**src/rtl/clk_div_trans_mon.sv**
```systemverilog
// clk_div_trans_mon: divides the serial bit clock by 10/20/40 and counts divided-clock toggles in a host-accessible register file
module clk_div_trans_mon #(
  parameter int NDIR     = 3,
  parameter int NUM_CNTR = 7
) (
  input  logic            clk,
  input  logic            rst,
  input  logic            enb,
  output logic            clk10,
  output logic            clk20,
  output logic            clk40,
  input  logic [NDIR-1:0] dir,
  input  logic            le,
  input  logic [31:0]     dato_in,
  output logic [31:0]     dato_out
);
  logic [2:0]  c10_q, c10_d;
  logic [3:0]  c20_q, c20_d;
  logic [4:0]  c40_q, c40_d;
  logic        clk10_q, clk10_d, clk20_q, clk20_d, clk40_q, clk40_d;
  logic        t10, t20, t40;
  logic [NUM_CNTR:0] inc;
  logic [31:0] mem_q [NUM_CNTR+1];
  logic [31:0] mem_d [NUM_CNTR+1];
  // divider next state: each counter wraps at half its ratio and toggles its output there
  always_comb begin
    t10 = enb && c10_q == 3'd4;
    t20 = enb && c20_q == 4'd9;
    t40 = enb && c40_q == 5'd19;
    c10_d = !enb ? c10_q : t10 ? 3'd0 : c10_q + 3'd1;
    c20_d = !enb ? c20_q : t20 ? 4'd0 : c20_q + 4'd1;
    c40_d = !enb ? c40_q : t40 ? 5'd0 : c40_q + 5'd1;
    clk10_d = clk10_q ^ t10;
    clk20_d = clk20_q ^ t20;
    clk40_d = clk40_q ^ t40;
  end
  // counter memory next state: auto-increment on toggles, host write overrides
  always_comb begin
    inc = '0;
    inc[2:0] = {t40, t20, t10};
    for (int i = 0; i <= NUM_CNTR; i++) begin
      mem_d[i] = inc[i] ? mem_q[i] + 32'd1 : mem_q[i];
      if (!le && int'(dir) == i) mem_d[i] = dato_in;
    end
  end
  // state registers, cleared asynchronously so outputs drop without a clock edge
  always_ff @(posedge clk or negedge rst) begin
    if (!rst) begin
      c10_q <= '0;
      c20_q <= '0;
      c40_q <= '0;
      clk10_q <= 1'b0;
      clk20_q <= 1'b0;
      clk40_q <= 1'b0;
      mem_q <= '{default: '0};
    end else begin
      c10_q <= c10_d;
      c20_q <= c20_d;
      c40_q <= c40_d;
      clk10_q <= clk10_d;
      clk20_q <= clk20_d;
      clk40_q <= clk40_d;
      mem_q <= mem_d;
    end
  end
  assign clk10 = clk10_q;
  assign clk20 = clk20_q;
  assign clk40 = clk40_q;
  assign dato_out = (le && int'(dir) <= NUM_CNTR) ? mem_q[dir] : 32'd0;
endmodule

```
**config.mk**
```make
export PLATFORM = sky130hd
export DESIGN_NAME = clk_div_trans_mon
export DESIGN_NICKNAME = d
export VERILOG_FILES = /design/src/rtl/clk_div_trans_mon.sv
export SDC_FILE = /design/constraint.sdc
export NUM_CORES = 1
export LEC_CHECK = 0
export BUFFER_PORTS_ARGS = -buffer_cell sky130_fd_sc_hd__buf_2
export CELL_PAD_IN_SITES_DETAIL_PLACEMENT = 0
export CELL_PAD_IN_SITES_GLOBAL_PLACEMENT = 1
export CORE_ASPECT_RATIO = 1.2
export CORE_MARGIN = 2
export CORE_UTILIZATION = 56
export CTS_BUF_LIST = sky130_fd_sc_hd__clkbuf_8
export DETAILED_ROUTE_END_ITERATION = 10
export PLACE_DENSITY = 0.88
export SLEW_MARGIN = 5
export SYNTH_ARGS = -nofsm -noshare
export SYNTH_HDL_FRONTEND = slang
export SYNTH_SLANG_ARGS = --single-unit
```
**constraint.sdc**
```tcl
create_clock -name clk -period 3.45 [get_ports clk]
set_input_delay 0.1725 -clock clk [delete_from_list [all_inputs] [get_ports clk]]
set_output_delay 0.1725 -clock clk [all_outputs]
set_load 0.005 [all_outputs]
```
==> Yosys cells after proc, flatten, opt, wreduce, memory -nomap -nowiden <==
Cells that the tools add are included.
W data, S select, Z words.
{ "word_totals": {"out_inout_bits": 35, "word_cells": 64, "register_bits": 271, "inputBits": 39} }
{ "op_classes": {"n_bitwise": 4, "n_eq_ne": 10, "magnitude_cmp": 1, "add_sub_neg": 6, "reduce_logical": 16, "mux": 13} }
{ "ops": {"columns": ["cell", "n"], "rows": [
  ["$mux W32", 9],
  ["$add A32 B1 Y32 const B", 3],
  ["$bmux W32 S3", 1],
  ["$eq A3 B3 Y1 const B", 5],
  ["$logic_and A1 B1 Y1", 11],
  ["$eq A3 B2 Y1 const B", 2],
  ["$reduce_bool A2 Y1", 3],
  ["$add A5 B1 Y5 const B", 1],
  ["$eq A5 B5 Y1 const B", 1],
  ["$mux W5", 1],
  ["$add A4 B1 Y4 const B", 1],
  ["$eq A4 B4 Y1 const B", 1],
  ["$ge A4 B4 Y1 const B", 1],
  ["$mux W4", 1],
  ["$not A3 Y4", 1],
  ["$add A3 B1 Y3 const B", 1],
  ["$eq A3 B1 Y1 const B", 1],
  ["$logic_not A3 Y1", 1],
  ["$mux W3", 1],
  ["$xor A1 B1 Y1", 3],
  ["$logic_not A1 Y1", 1]
]} }

==> Depth between registers and ports, before layout <==
{ "logic_depth": {"ltp_word": 5, "mapped_depth": 8, "mapped_depth_nobuf": 7} }

==> Worst setup path after synthesis <==
No wires, ideal clock.
{ "synth_path": {"kind": "register to register", "start": "register c10_q[0]", "end": "register mem_q[255] (netlist name)", "n_path_buf": 0, "required_ns": 3.381, "setup_time_ns": 0.069, "arrival_ns": 1.914, "synth_period_minus_slack_ns": 1.983, "setup_slack_ns": 1.467, "stages_incl_launch_ff": 8, "path_cell_list": "dfrtp_1 > inv_1 > ha_1 > nand3_2 > nor3_4 > nand4_4 > or4_1 > nand3_1"} }
{ "synth_via": {"elab_chain_len": 3} }
{ "synth_rtl": {"columns": ["item", "line", "text"], "rows": [
  ["from (decl)", "17", "logic [2:0] c10_q, c10_d;"],
  ["from (signal assigned)", "49", "c10_q <= '0;"],
  ["from (signal assigned)", "57", "c10_q <= c10_d;"],
  ["$eq A3 B3 Y1", "27", "t10 = enb && c10_q == 3'd4;"],
  ["$logic_and A1 B1 Y1", "27", null],
  ["$reduce_bool A2 Y1 (no source line)", null, null],
  ["to (signal assigned)", "63", "mem_q <= mem_d;"],
  ["to (decl)", "23", "logic [31:0] mem_q [NUM_CNTR+1];"]
]} }
No other way between the ends.
A chain may end at the register's enable or synchronous reset.

==> Final worst setup path <==
Same ends and word-level chain as after synthesis.

==> impl_results.md <==
- Final standard cell area without fillers: 16250 sq um
- Seq cells post-synth: 271
- Number of nets still failing antenna checks after routing: 0
- Number of buffer cells added on primary ports: 73
- Core Region: 25300 sq um
- Worst min path class: input port to register
- Most common library cells after synthesis: sky130_fd_sc_hd__dfrtp_1, sky130_fd_sc_hd__mux2_2, sky130_fd_sc_hd__nand2_1
- Post-CTS setup buffers: 0
- Setup-failing EPs final: 0
- Total power consumption of the routed design: 9184 uW
- H-tree depth: 2
- Yosys warnings: 0
- Setup Skew: 0.04114 ns
- Element type at the critical path end: register
- Count of max-cap constraint violations: 0
- Total number of vias: 9913
- Max FO, Critical Path: 9
- # IOs: 74
- Static leakage: 0.006639 uW
- Internal power: 6482 uW
- Pin slew with the least headroom to its limit: 1.007 ns
- Via-per-instance ratio: 5.972
- Vertical extent of the die: 179.3 um
- Clk sinks: 271
- CTS Hold Bufs: 33
- Instance area at placement: 15100 sq um
- Critical Path Start: c10_q[0]
- Total global routing overflow: 0
- Total of fill cells in the finished design: 1986
- Via count of the first global-routing pass: 10090
- Fraction of the yosys area taken by sequential cells: 0.4727
- Number of nets in the layout: 1354
- Hold violation total from the final report: 0
- Kind of critical path: register to register
- Top_reg_cell synth: sky130_fd_sc_hd__dfrtp_1
- Slew Limit Fails: 0
- Number of resized instances in the post-cts repair step: 0
- Switching Power: 2702 uW
- Cells after synthesis: 1192
- DRC violations left: 0
- GR Util All Layers: 0.2735
- Cell count after placement: 1558
- Hold slack final: 0.03658 ns
- Die outline width: 150.1 um
- TNS Setup: 0 ns
- Final standard cell count with taps included and fillers excluded: 1660
- Post-synth EDFFs: 0
- Async set-or-reset flop fraction in the synthesized netlist: 1.000
- Routed wire length: 35440 um
- Number of buffers on the longest clock path: 3
- Post-synth top area cell: sky130_fd_sc_hd__dfrtp_1
- Endpoint required time on the critical path: 3.95 ns
- Number of cell rows: 64
- Power per cell area: 565.1 nW/um^2
- Average cell area after synthesis: 12.04 sq um
- Number of violations reported at the end of detailed-routing iteration 0: 654
- RR Startpoint: c10_q[0]
- Clock buffer count from CTS: 44
- Most common cell in the synthesized netlist: sky130_fd_sc_hd__dfrtp_1
- Achievable frequency: 415.6 MHz
- Relative contribution of combinational cells to total power: 0.211
- Part of the total power dissipated in the clock network: 0.292
- Proportion of total power due to net switching: 0.2942
- Outcome: finished, final reports clean
- Post-detailed-placement half-perimeter wirelength: 23780 um
- Worst Path Arrival: 2.91 ns
- Startpoint type of the worst setup path: register
- Count of different cell masters after synthesis: 55
- Post-detailed-route wirelength per cell: 21.35 um
- Clock insertion delay at the later pin of the skew report: 0.57 ns
- FF+latch area: 6782 sq um
- Net count after synthesis: 1239
- Synthesized cell area: 14350 sq um
- CTS Root Buffer Type: sky130_fd_sc_hd__clkbuf_8
- Layout cells sized above 1: 0.3098
- Sequential Power Share: 0.497
- Antenna fix cells: 0
- Worst supply voltage drop on vdd: 0.3120 mV
- Area share of the largest cell type after synthesis: 0.4727
- Area used by multi-input combinational logic: 7221 sq um
- First-pass GRT wire length: 56180 um
- GPL Wtd Cong: 0.9106
- Setup repair after global routing missed its margin: no
- Worst min-delay path startpoint: enb
- Largest net degree at the start of global routing: 129
- Max transition margin: 0.3284
- CTS tree: built
- Total iterations of the first detailed-routing run: 6
- Top area cells in the synthesized netlist: sky130_fd_sc_hd__dfrtp_1, sky130_fd_sc_hd__mux2_2, sky130_fd_sc_hd__mux4_2, sky130_fd_sc_hd__nand2_1, sky130_fd_sc_hd__xnor2_1
- Final period utilization: 0.6975
- Clk pin slew, worst setup/hold paths: 0.06 ns
- Post-route minimum period: 2.406 ns
- Die area: 26920 sq um
- Initial antenna violation count: 0
- Syn-to-layout area delta: 13.28%
- Initial standard-cell utilization of the core: 0.5670
==> state kept, by name, indices dropped and copies added, names as in the netlist <==
signal / count
mem_q: 256
c40_q: 5
c20_q: 4
c10_q: 3
clk10: 1
clk20: 1
clk40: 1
==> area by class of cell <==
cell class | instances | share of cell area
Inverter | 13 | 0.003003
Timing Repair Buffer | 137 | 0.05959
Clock buffer | 53 | 0.04488
Clock inverter | 16 | 0.005543
Sequential cell | 271 | 0.4173
Multi-Input combinational cell | 840 | 0.4443
Tap cell | 330 | 0.02541
==> metrics by stage <==
stage | utilization | worst slack (ns)
2_1_floorplan | - | 1.467
3_3_place_gp | 0.5968 | 1.110
3_5_place_dp | 0.5968 | 1.041
4_1_cts | 0.6423 | 1.047
5_1_grt | 0.6423 | 0.9247
6_report | 0.6423 | 1.044
==> logic make-up after synthesis <==
| family | after synthesis | synth area share |
|---|---|---|
| AO/OA/AOI/OAI | 111 | 0.04178 |
| XOR/XNOR | 88 | 0.05372 |
| adder cells (fa/ha/maj) | 8 | 0.006977 |
| buffers and inverters | 81 | 0.02634 |
| flip-flops | 271 | 0.4727 |
| multiplexers | 264 | 0.2541 |
| AND/OR/NAND/NOR | 369 | 0.1443 |
==> worst max-delay path, stage by stage, from the launching register on <==
cell	delay, ns
sky130_fd_sc_hd__dfrtp_1	0.38
sky130_fd_sc_hd__inv_1	0.09
sky130_fd_sc_hd__ha_1	0.23
sky130_fd_sc_hd__nand3_2	0.19
sky130_fd_sc_hd__nor3_4	0.60
sky130_fd_sc_hd__nand4_4	0.24
sky130_fd_sc_hd__or4_1	0.54
sky130_fd_sc_hd__nand3_1	0.09
==> metal layers <==
layer,global-route usage,part of all wire
met5,0,0
met4,0.07115,0.020
met3,0.03747,0.047
met2,0.4728,0.51
met1,0.3671,0.42
==> placed cells by master, fill, tap and decap left out, drive strengths merged, types with 34 or more instances in the layout <==
cell | netlist | layout
xnor2 | 54 | 54
nand4 | 38 | 38
o21ai | 89 | 89
clkbuf | 24 | 53
mux2 | 162 | 162
mux4 | 64 | 64
nand2 | 133 | 133
buf | 44 | 104
xor2 | 34 | 34
mux2i | 38 | 38
dfrtp | 271 | 271
==> path summary, 6_finish.rpt <==
kind,slack (ns),to,cells past startpoint
max,1.04,mem_q[255],7
min,0.04,c10_q[2],3
max reg2reg,1.04,mem_q[255],7
min reg2reg,0.48,clk20,1
max in group asynchronous,2.17,mem_q[146],3
min in group asynchronous,0.31,mem_q[121],2
==> power by group through the flow <==
stage          Clock (uW)  Sequential [uW]  Combinational, uW
2_1_floorplan           0             4370               1470
6_report             2680             4570               1940
3_5_place_dp            0             4610               1920
3_3_place_gp            0             4570               1850
4_1_cts              2710             4560               1960
5_1_grt              2870             4660               2160
No activity file was read; power rests on OpenSTA's default activity.
